File: src/rtl/digital_interpolation.sv
`default_nettype none
// ============================================================================
// Module      : digital_interpolation
// Description : Zero-order-hold interpolator. Each accepted input sample is
//               repeated max(factor,1) times on a valid/ready output stream.
//               The first beat of each group is flagged (m_first) and carries
//               per-channel transition flags against the previously accepted
//               sample (m_edge). The last beat is flagged by m_last.
// Ports       : clk, rst          - clock, synchronous active-high reset
//               clear             - synchronous flush of the current group
//               factor            - repeat count, latched at acceptance
//               s_valid/s_ready/s_data   - input sample stream
//               m_valid/m_ready/m_data   - expanded output stream
//               m_first/m_last    - group boundary markers
//               m_edge            - channel transition flags (first beat only)
// Revision    : 1.0 - initial release
// ============================================================================
module digital_interpolation #(
    parameter int WIDTH    = 8,
    parameter int FACTOR_W = 8
) (
    input  logic                clk,
    input  logic                rst,
    input  logic                clear,
    input  logic [FACTOR_W-1:0] factor,
    input  logic                s_valid,
    output logic                s_ready,
    input  logic [WIDTH-1:0]    s_data,
    output logic                m_valid,
    input  logic                m_ready,
    output logic [WIDTH-1:0]    m_data,
    output logic                m_first,
    output logic                m_last,
    output logic [WIDTH-1:0]    m_edge
);

    typedef enum logic [0:0] {
        ST_IDLE = 1'b0,
        ST_EMIT = 1'b1
    } state_t;

    localparam logic [FACTOR_W-1:0] c_one = {{(FACTOR_W-1){1'b0}}, 1'b1};

    state_t              r_state;
    logic [FACTOR_W-1:0] r_cnt;      // beats remaining after the current one
    logic [WIDTH-1:0]    r_data;
    logic [WIDTH-1:0]    r_prev;     // previously accepted sample
    logic                r_first;

    logic                w_cnt_zero;
    logic                w_accept;
    logic [FACTOR_W-1:0] w_load_cnt;

    assign w_cnt_zero = (r_cnt == '0);
    assign m_valid    = (r_state == ST_EMIT);

    // A new sample may enter only when nothing is held, or when the final
    // beat of the current group departs in this very cycle.
    assign s_ready    = !clear && (!m_valid || (m_ready && w_cnt_zero));
    assign w_accept   = s_valid && s_ready;

    // factor==0 behaves as factor==1, so both load a zero remaining count.
    assign w_load_cnt = (factor == '0) ? '0 : (factor - c_one);

    assign m_data  = r_data;
    assign m_first = r_first;
    assign m_last  = m_valid && w_cnt_zero;
    assign m_edge  = r_first ? (r_data ^ r_prev) : '0;

    always_ff @(posedge clk) begin
        if (rst) begin
            r_state <= ST_IDLE;
            r_cnt   <= '0;
            r_data  <= '0;
            r_prev  <= '0;
            r_first <= 1'b0;
        end else if (clear) begin
            // Any beat handshaken this cycle is considered delivered; the
            // held sample and prev are kept so later edges compare to it.
            r_state <= ST_IDLE;
            r_cnt   <= '0;
            r_first <= 1'b0;
        end else if (w_accept) begin
            // Covers both the IDLE start and the back-to-back reload on the
            // final beat; r_data is the sample being retired.
            r_state <= ST_EMIT;
            r_prev  <= r_data;
            r_data  <= s_data;
            r_cnt   <= w_load_cnt;
            r_first <= 1'b1;
        end else if ((r_state == ST_EMIT) && m_ready) begin
            r_first <= 1'b0;
            if (!w_cnt_zero) begin
                r_cnt <= r_cnt - c_one;
            end else begin
                r_state <= ST_IDLE;
            end
        end
    end

endmodule
`default_nettype wire

File: config.mk
export PLATFORM = sky130hd
export DESIGN_NAME = digital_interpolation
export DESIGN_NICKNAME = d
export VERILOG_FILES = /design/src/rtl/digital_interpolation.sv
export SDC_FILE = /design/constraint.sdc
export NUM_CORES = 1
export LEC_CHECK = 0
export ABC_AREA = 1
export CAP_MARGIN = 20
export CORE_UTILIZATION = 50
export DETAILED_ROUTE_END_ITERATION = 10
export GPL_TIMING_DRIVEN = 1
export PLACE_DENSITY = 0.84
export SYNTH_ARGS = -nofsm -noshare
export SYNTH_HDL_FRONTEND = slang
export SYNTH_SLANG_ARGS = --single-unit
File: constraint.sdc
create_clock -name clk -period 2.7 [get_ports clk]
set_input_delay 0.54 -clock clk [delete_from_list [all_inputs] [get_ports clk]]
set_output_delay 0.54 -clock clk [all_outputs]
set_load 0.005 [all_outputs]
==> results of run 1 <==
## power by group through the flow
stage	combinational [mW]	clock, mW	sequential [mW]
after floorplan	0.119	0	0.427
after global placement	0.194	0	0.428
after detailed placement	0.198	0	0.429
after CTS	0.200	0.276	0.420
after global routing	0.227	0.289	0.423
final	0.201	0.273	0.421
## cell usage in the layout, fill, tap and decap left out, drive strengths merged
master / count
nand3: 18
xnor2: 1
clkbuf: 3
clkdlybuf4s50: 40
inv: 45
ha: 3
nand2: 41
xor2: 5
nand4: 2
buf: 2
bufinv: 1
o21ai: 29
nor2: 31
a21oi: 29
dfxtp: 26
## worst min-delay path, stage by stage (launching register included)
cell and delay (ns):
dfxtp_1 0.33, inv_1 0.07, a21oi_1 0.06
## metal layers
| metal | vias to the layer above | GRT usage (%) | share of wire, % |
|---|---|---|---|
| met3 | 7 | 3.175 | 5.0 |
| met2 | 40 | 39.70 | 46 |
| met1 | 681 | 29.40 | 47 |
| met5 | - | 0 | 0 |
| met4 | 0 | 8.014 | 1.7 |
| li1 | 828 | - | - |
## state kept, by name, indices dropped and copies added, names as in the netlist
name,cells
r_prev,8
r_cnt,8
m_data,8
m_first,1
m_valid,1
## repair_timing
action	4_1_cts	5_1_grt
gates resized for setup	0	1
endpoints found under the setup margin	0	1
hold buffers	0	0
## stage by stage
step | cells | instance area [sq um] | total power [mW] | hold WS (ns) | util, %
final | 307 | 2008 | 0.8940 | 0.4868 | 70.99
after global routing | 307 | 2008 | 0.9392 | 0.5107 | 70.99
after CTS | 307 | 2004 | 0.8963 | 0.4871 | 70.85
after detailed placement | 303 | 1952 | 0.6270 | 0.4687 | 69.00
after global placement | 303 | 1952 | 0.6219 | 0.4605 | 69.00
after floorplan | 235 | 1536 | 0.5466 | 0.4447 | -
## logic make-up (layout without fill, tap and decap cells)
group,count (synthesis),count (layout),share of synthesized area [%]
buffers and inverters,50,91,13.52
flip-flops,26,26,33.88
adder cells (fa/ha/maj),3,3,2.443
AO/OA/AOI/OAI,58,58,18.89
AND/OR/NAND/NOR,92,92,27.85
XOR/XNOR,6,6,3.420
## final cells by class
cell class | count | share of cell area [%]
inverters | 45 | 8.411
well taps | 31 | 1.931
repair buffers | 42 | 20.69
multi-input cells | 159 | 40.44
flip-flops and latches | 26 | 25.92
clock buffers | 3 | 1.121
clock inverters | 1 | 1.495
## worst min-delay path by stage
stage / cells after the start / to / slack, ns / startpoint
after detailed placement: 2 / r_prev[2]$_SDFFE_PP0P_ / 0.47 / r_prev[2]$_SDFFE_PP0P_
after global routing: 2 / r_prev[7]$_SDFFE_PP0P_ / 0.51 / r_prev[7]$_SDFFE_PP0P_
after CTS: 2 / r_prev[2]$_SDFFE_PP0P_ / 0.49 / r_prev[2]$_SDFFE_PP0P_
final: 2 / r_prev[2]$_SDFFE_PP0P_ / 0.49 / r_prev[2]$_SDFFE_PP0P_
after global placement: 2 / r_prev[4]$_SDFFE_PP0P_ / 0.46 / r_prev[4]$_SDFFE_PP0P_
after floorplan: 2 / r_prev[1]$_SDFFE_PP0P_ / 0.44 / r_prev[1]$_SDFFE_PP0P_
==> metrics, run 1 <==
GRT overflow 0; endpoints failing hold 0; routed vias 1556; Clock power frac 30.5%; Seq pwr share 47.1%; worst reg2reg setup slack 0.81 ns; dominant cell by count in the synthesized netlist inv_1; Net Sw Frac 27.10%; Seq/Total Area, Yosys 33.88%; cell depth of the worst setup path 7; Post-Synthesis Cells 235; number of nets in the layout 301; area grow syn2layout 30.70%; HPWL after detailed placement 2619 um; RSZ-0062 raised after global routing no; async set or reset register ratio after synthesis 0%; minimum clock period 2.536 ns; crit path from r_cnt[0]$_SDFFE_PP0P_; Clock Sink Count 26; Final Skew 0.01096 ns; VDD IR max 0.0002733 V; first-pass GRT wire length 6072 um; Least-Margin Pin Slew 0.5101 ns; Critical Path AT 2.00 ns; crit path capture s_ready; reg-to-reg startpoint r_cnt[0]$_SDFFE_PP0P_; Antenna Cells 0; status finished, violations left; vias in the first global route 1441; DR iter-0 viols 82; most used flip-flop cell after synthesis dfxtp_1; failing checks DRC; Top Family by Delay on Critical Path buffers and inverters; required time worst endpoint 2.16 ns; EDFF count, synth 0; YS warnings 0; type of the worst min-delay path reg -> reg; internal power 0.6517 mW; most frequent cells after synthesis inv_1, nand2_1, a21oi_1; # IOs 41; Worst path slowest cell clkdlybuf4s50_1; initial antenna violation count 0; Gate power share 22.4%; Fillers 251; max incr delay on CP 0.52 ns; clock latency on the worst-skew pair 0.33 ns; Worst R2R Path Depth 10; maxcap violations 0; post-route setup slack 0.1642 ns; Clock Path Buffers 2; Post-CTS Setup Inserts 0; DP Worst Slack 0.2813 ns; Syn Area/Cell 6.538 sq um; RR Endpoint m_data[6]$_SDFFE_PP0P_; FP Rows 19; Core Area 2829 sq um; Root Driver clkbuf_4; clock slew at reported path FFs 0.15 ns; Leak 0.9165 nW; Synth cell types 23; Synth area leaders dfxtp_1, inv_1, a21oi_1, nand2_1, nor2_1; die height 57.44 um; H-Tree Depth 1; drc violations 5; CP cell instances inv_1 -> ha_1 -> nand2_2 -> nor2_4 -> nand3_2 -> a21oi_2 -> clkdlybuf4s50_1; DR WL/cell 11.27 um; synthesis-stage register bit count 26; Yosys top cell area share 33.88%; area of the mapped netlist 1536 sq um; sw power 0.2423 mW; Detailed Routing Iterations Pass 1 7; area of the multi-input gates 812.0 sq um; global placement routability congestion 0.8507; fraction of layout cells with a size suffix above 1 7.971%; Reg area 520.5 sq um; Synth area leader dfxtp_1; Cell Pwr Density 445.2 nW/um^2; Inserted Clock Buffers 3; post-route setup TNS 0 ns; Startpoint Class flip-flop; starting density of the core 54.31%; Syn Nets 259; fmax 394.4 MHz; Final Cycle Share 93.92%; total track usage 23.05%; TritonCTS clock tree yes; pin count of the biggest net entering global routing 23; port bufs 40; Slew Limit Headroom 65.87%; CP Capture Type output pin; crit-path max FO 5; final wirelength 3461 um; Slew Viols, Final 0; drt via density 5.068; DIE AREA 3299 sq um; Setup CP Type reg -> out; Die Wd 57.44 um; Antenna Nets Post-Route 0; WP buf/inv 2; Final setup viols 0
Note: power is estimated with default switching activity, not from simulation.
==> inputs of run 2 (changes only) <==
CORE_UTILIZATION = 25   (was 50)
CTS_BUF_LIST = sky130_fd_sc_hd__clkbuf_8   (was unset)
PLACE_DENSITY = 0.49   (was 0.84)
==> run 2 against run 1 <==
The flow now finishes without violations. Cell area is 2.9% higher. Die area grew 96%. Combinational power about the same.
==> metrics, run 2 (synthesis gave the netlist of run 1 again) <==
Setup CP Type reg -> out; port bufs 40 (unchanged); HPWL after detailed placement 2847 um (+8.7%); pin count of the biggest net entering global routing 28 (+22%); endpoints failing hold 0 (unchanged); Final Skew 0.001773 ns (-0.009190 ns); Detailed Routing Iterations Pass 1 4 (-3); number of nets in the layout 300 (-0.33%); post_cts resized 0 (unchanged); Leak 0.9184 nW (+0.20%); maxcap violations 0 (unchanged); DP Worst Slack 0.3074 ns (+0.02616 ns); WP buf/inv 2 (unchanged); VDD IR max 0.0002353 V (-14%); Final Non-Filler Cells 350 (+14%); placed cell count 346 (+14%); Pwr Total 0.8800 mW (-1.6%); initial antenna violation count 0 (unchanged); HP Start r_prev[4]$_SDFFE_PP0P_; area grow syn2layout 34.53%; Post-CTS Setup Inserts 0 (unchanged); fraction of layout cells with a size suffix above 1 7.273% (-0.70 points); area of the multi-input gates 808.3 sq um (-0.46%); clock latency on the worst-skew pair 0.27 ns (-0.06 ns); final wirelength 3725 um (+7.6%); met3 wire len 141 um (-18%); RSZ-0062 raised after global routing no; Top Family by Delay on Critical Path buffers and inverters; Critical Path AT 1.95 ns (-0.05 ns); crit-path max FO 5 (unchanged); Fillers 655 (+160%); total track usage 12.16% (-11 points); TritonCTS clock tree yes; M1 WL 1833 um (+12%); GRT overflow 0 (unchanged); global placement routability congestion 0.7753 (-8.9%); routed vias 1531 (-1.6%); Core Area 5921 sq um (+110%); Slew Viols, Final 0 (unchanged); drc violations 0 (-5); CP Capture Type output pin; H-Tree Depth 1 (unchanged); Antenna Cells 0 (unchanged); first-pass GRT wire length 6127 um (+0.91%); FP Rows 28 (+9); drt via density 4.374 (-14%); type of the worst min-delay path reg -> reg; reg-to-reg startpoint r_cnt[0]$_SDFFE_PP0P_; # hold bufs at CTS 0 (unchanged); Reg area 520.5 sq um (unchanged); Antenna Nets Post-Route 0 (unchanged); most common cell after layout, fill and taps aside inv_1; Startpoint Class flip-flop; Die Wd 80.40 um (+40%); required time worst endpoint 2.16 ns (about the same); die height 80.40 um (+40%); fmax 401.7 MHz (+1.9%); CP cell instances inv_1 -> ha_1 -> nand2_2 -> nor2_4 -> nand3_2 -> a21oi_1 -> clkdlybuf4s50_1; post-route setup TNS 0 ns (unchanged); Root Driver clkbuf_8; DIE AREA 6463 sq um (+96%); Clock Sink Count 26 (unchanged); Slew Limit Headroom 65.01% (-0.86 points); minimum clock period 2.490 ns (-0.04625 ns); final hold slack 0.4768 ns (-0.009964 ns); starting density of the core 25.95% (-28 points); DR iter-0 viols 40 (-51%); # IOs 41 (unchanged); post-route setup slack 0.2104 ns (+0.04625 ns); Final setup viols 0 (unchanged); status finished clean; Inserted Clock Buffers 3 (unchanged); clock slew at reported path FFs 0.09 ns (-0.06 ns); commonest non-fill, non-tap cells in the layout inv_1, clkdlybuf4s50_1, nand2_1, a21oi_1, nor2_1; Least-Margin Pin Slew 0.5229 ns (+0.01280 ns); vias in the first global route 1353 (-6.1%); Cell Pwr Density 425.8 nW/um^2 (-4.4%); Worst path slowest cell clkdlybuf4s50_1; Clock Path Buffers 2 (unchanged); Final Cycle Share 92.21% (-1.7 points); highest routed layer met4; DR WL/cell 10.64 um (-5.6%); max incr delay on CP 0.53 ns (about the same); crit path from r_cnt[0]$_SDFFE_PP0P_; Met2 Wirelength 1731 um (+8.7%)
==> run 2: power breakdown <==
part           internal, mW  total, mW  switching, mW
Clock                 0.130      0.258          0.128
Combinational        0.0962      0.202          0.106
Sequential            0.406      0.420         0.0139
Total                 0.632      0.880          0.248
==> run 2: per-layer routing <==
layer,track usage (%),vias up
li1,-,825
met1,15.23,682
met2,21.02,22
met3,2.386,2
met4,3.214,0
met5,0,-
==> run 2: final cells by class <==
class	count	area share, %
tap	75	4.540
multi-input combinational	159	39.10
sequential	26	25.18
clock buffer	4	2.663
timing repair buffer	41	20.34
inverter	45	8.172
==> run 2: metrics by stage <==
step | cell area, sq um | util [%]
after floorplan | 1536 | -
after global placement | 2012 | 33.98
after global routing | 2067 | 34.91
after detailed placement | 2012 | 33.98
after CTS | 2067 | 34.91
final | 2067 | 34.91
==> run 2: worst min-delay path, cell delays in order, from the launching register on <==
cell	delay, ns
dfxtp_1	0.31
inv_1	0.07
a21oi_1	0.06
==> run 2: final timing paths <==
kind | to | slack [ns] | cells after the start
worst min register to register | r_prev[4]$_SDFFE_PP0P_ | 0.48 | 2
worst min-delay path | r_prev[4]$_SDFFE_PP0P_ | 0.48 | 2
worst max-delay path | s_ready | 0.21 | 7
worst max register to register | r_cnt[6]$_SDFFE_PP0P_ | 0.83 | 12
==> inputs of run 3 (changes only) <==
--- a/config.mk
+++ b/config.mk
@@ -13,4 +13,5 @@
 export GPL_TIMING_DRIVEN = 1
 export PLACE_DENSITY = 0.49
+export RECOVER_POWER = 50
 export SYNTH_ARGS = -nofsm -noshare
 export SYNTH_HDL_FRONTEND = slang
==> constraint.sdc (replaced) <==
create_clock -name clk -period 2.7 [get_ports clk]
set_input_delay 0.405 -clock clk [delete_from_list [all_inputs] [get_ports clk]]
set_output_delay 0.405 -clock clk [all_outputs]
set_load 0.005 [all_outputs]
==> run 3 against run 2 <==
Hold slack got worse by 0.00053 ns. Critical endpoint unchanged. Sequential power barely moved. Sequential cell count did not move. First-iteration DRC count fell by 7.5%.
==> metrics, run 3 (synthesis gave the netlist of run 1 again) <==
HPWL after detailed placement 2734 um (-3.9%); clock latency on the worst-skew pair 0.27 ns (about the same); area post-placement 1999 sq um (-0.62%); routed vias 1518 (-0.85%); most common cell after layout, fill and taps aside inv_1; commonest non-fill, non-tap cells in the layout inv_1, nand2_1, a21oi_1, clkdlybuf4s50_1, nor2_1; Final Cycle Share 89.88% (-2.3 points); DR WL/cell 10.31 um (-3.1%); drc violations 0 (unchanged); Inserted Clock Buffers 3 (unchanged); Antenna Nets Post-Route 0 (unchanged); GRT overflow 0 (unchanged); Startpoint Class flip-flop; first-pass GRT wire length 6306 um (+2.9%); initial antenna violation count 0 (unchanged); status finished clean; pin count of the biggest net entering global routing 33 (+18%); Clock Sink Count 26 (unchanged); post-route setup TNS 0 ns (unchanged); Core Area 5921 sq um (unchanged); Final setup viols 0 (unchanged); CP Capture Type output pin; DIE AREA 6463 sq um (unchanged); Antenna Cells 0 (unchanged); # IOs 41 (unchanged); drt via density 4.337 (-0.85%); Final Skew 0.004639 ns (+0.002866 ns); final wirelength 3608 um (-3.1%); H-Tree Depth 1 (unchanged); starting density of the core 25.95% (unchanged); VDD IR max 0.0001927 V (-18%); port bufs 40 (unchanged); RSZ-0062 raised after global routing no; fmax 412.1 MHz (+2.6%); Die Wd 80.40 um (unchanged); fraction of layout cells with a size suffix above 1 5.818% (-1.5 points); post-route cell area 2029 sq um (-1.8%); Critical Path AT 2.02 ns (+0.07 ns); maxcap violations 0 (unchanged); Slew Viols, Final 0 (unchanged); die height 80.40 um (unchanged); number of nets in the layout 300 (unchanged); Least-Margin Pin Slew 0.5357 ns (+0.01284 ns); Cell Pwr Density 422.5 nW/um^2 (-0.76%); required time worst endpoint 2.30 ns (+0.14 ns); worst reg2reg setup slack 0.44 ns (-0.39 ns); area grow syn2layout 32.08%; Slew Limit Headroom 64.15% (-0.86 points); Detailed Routing Iterations Pass 1 5 (+1); TritonCTS clock tree yes; Post-CTS Setup Inserts 0 (unchanged); Pwr Total 0.8575 mW (-2.6%); Clock Path Buffers 2 (unchanged); FP Rows 28 (unchanged); Root Driver clkbuf_8; DR iter-0 viols 37 (-7.5%); total track usage 12.44% (+0.27 points); # hold bufs at CTS 0 (unchanged); crit-path max FO 5 (unchanged); vias in the first global route 1411 (+4.3%); Setup CP Type reg -> out; minimum clock period 2.427 ns (-0.06275 ns); post_cts resized 0 (unchanged); endpoints failing hold 0 (unchanged); Leak 0.9295 nW (+1.2%); clock slew at reported path FFs 0.09 ns (about the same); global placement routability congestion 0.7572 (-2.3%); type of the worst min-delay path reg -> reg
==> run 3: changes by cell type in the layout (fill, tap and decap cells not counted), sizes merged <==
cell | before | now
clkdlybuf4s50 | 40 | 29
dlygate4sd3 | 0 | 11
==> run 3: routing by layer <==
metal	GRT usage (%)	up-vias	wire length (um)
met5	0	-	0
li1	-	829	-
met3	2.045	4	147
met4	4.821	0	31
met2	20.85	24	1717
met1	15.75	661	1712
==> run 3: path summary, 6_finish.rpt <==
path                     startpoint                     end  cells past startpoint
min reg2reg  r_prev[6]$_SDFFE_PP0P_  r_prev[6]$_SDFFE_PP0P_                      2
max reg2reg   r_cnt[0]$_SDFFE_PP0P_   r_cnt[2]$_SDFFE_PP0P_                     12
max           r_cnt[0]$_SDFFE_PP0P_                 s_ready                      7
min          r_prev[6]$_SDFFE_PP0P_  r_prev[6]$_SDFFE_PP0P_                      2
==> run 3: report_power, final <==
part           total (mW)  internal [mW]  switching, mW
Clock               0.249          0.130          0.119
Sequential          0.419          0.406         0.0135
Combinational       0.189         0.0880          0.101
==> run 3: per-stage QoR <==
step / hold WS [ns] / util (%) / worst slack, ns / cells
after global routing: 0.5026 / 34.28 / 0.1510 / 350
after floorplan: 0.4447 / - / 1.201 / 235
after detailed placement: 0.4648 / 33.77 / 0.5603 / 346
final: 0.4763 / 34.28 / 0.2732 / 350
after global placement: 0.4644 / 33.77 / 0.5694 / 346
after CTS: 0.4804 / 34.70 / 0.3088 / 350
==> run 3: critical path, cell delays in order (launching register included) <==
cell	delay (ns)
dfxtp_1	0.32
inv_1	0.10
ha_1	0.19
nand2_1	0.10
nor2_4	0.15
nand3_1	0.17
a21oi_1	0.21
clkdlybuf4s50_1	0.53
==> run 3: layout make-up <==
class,instances,area [sq um]
clock buffers,4,55.05
fillers,627,3891
inverters,45,168.9
multi-input cells,159,783.3
flip-flops and latches,26,520.5
well taps,75,93.84
repair buffers,41,407.9
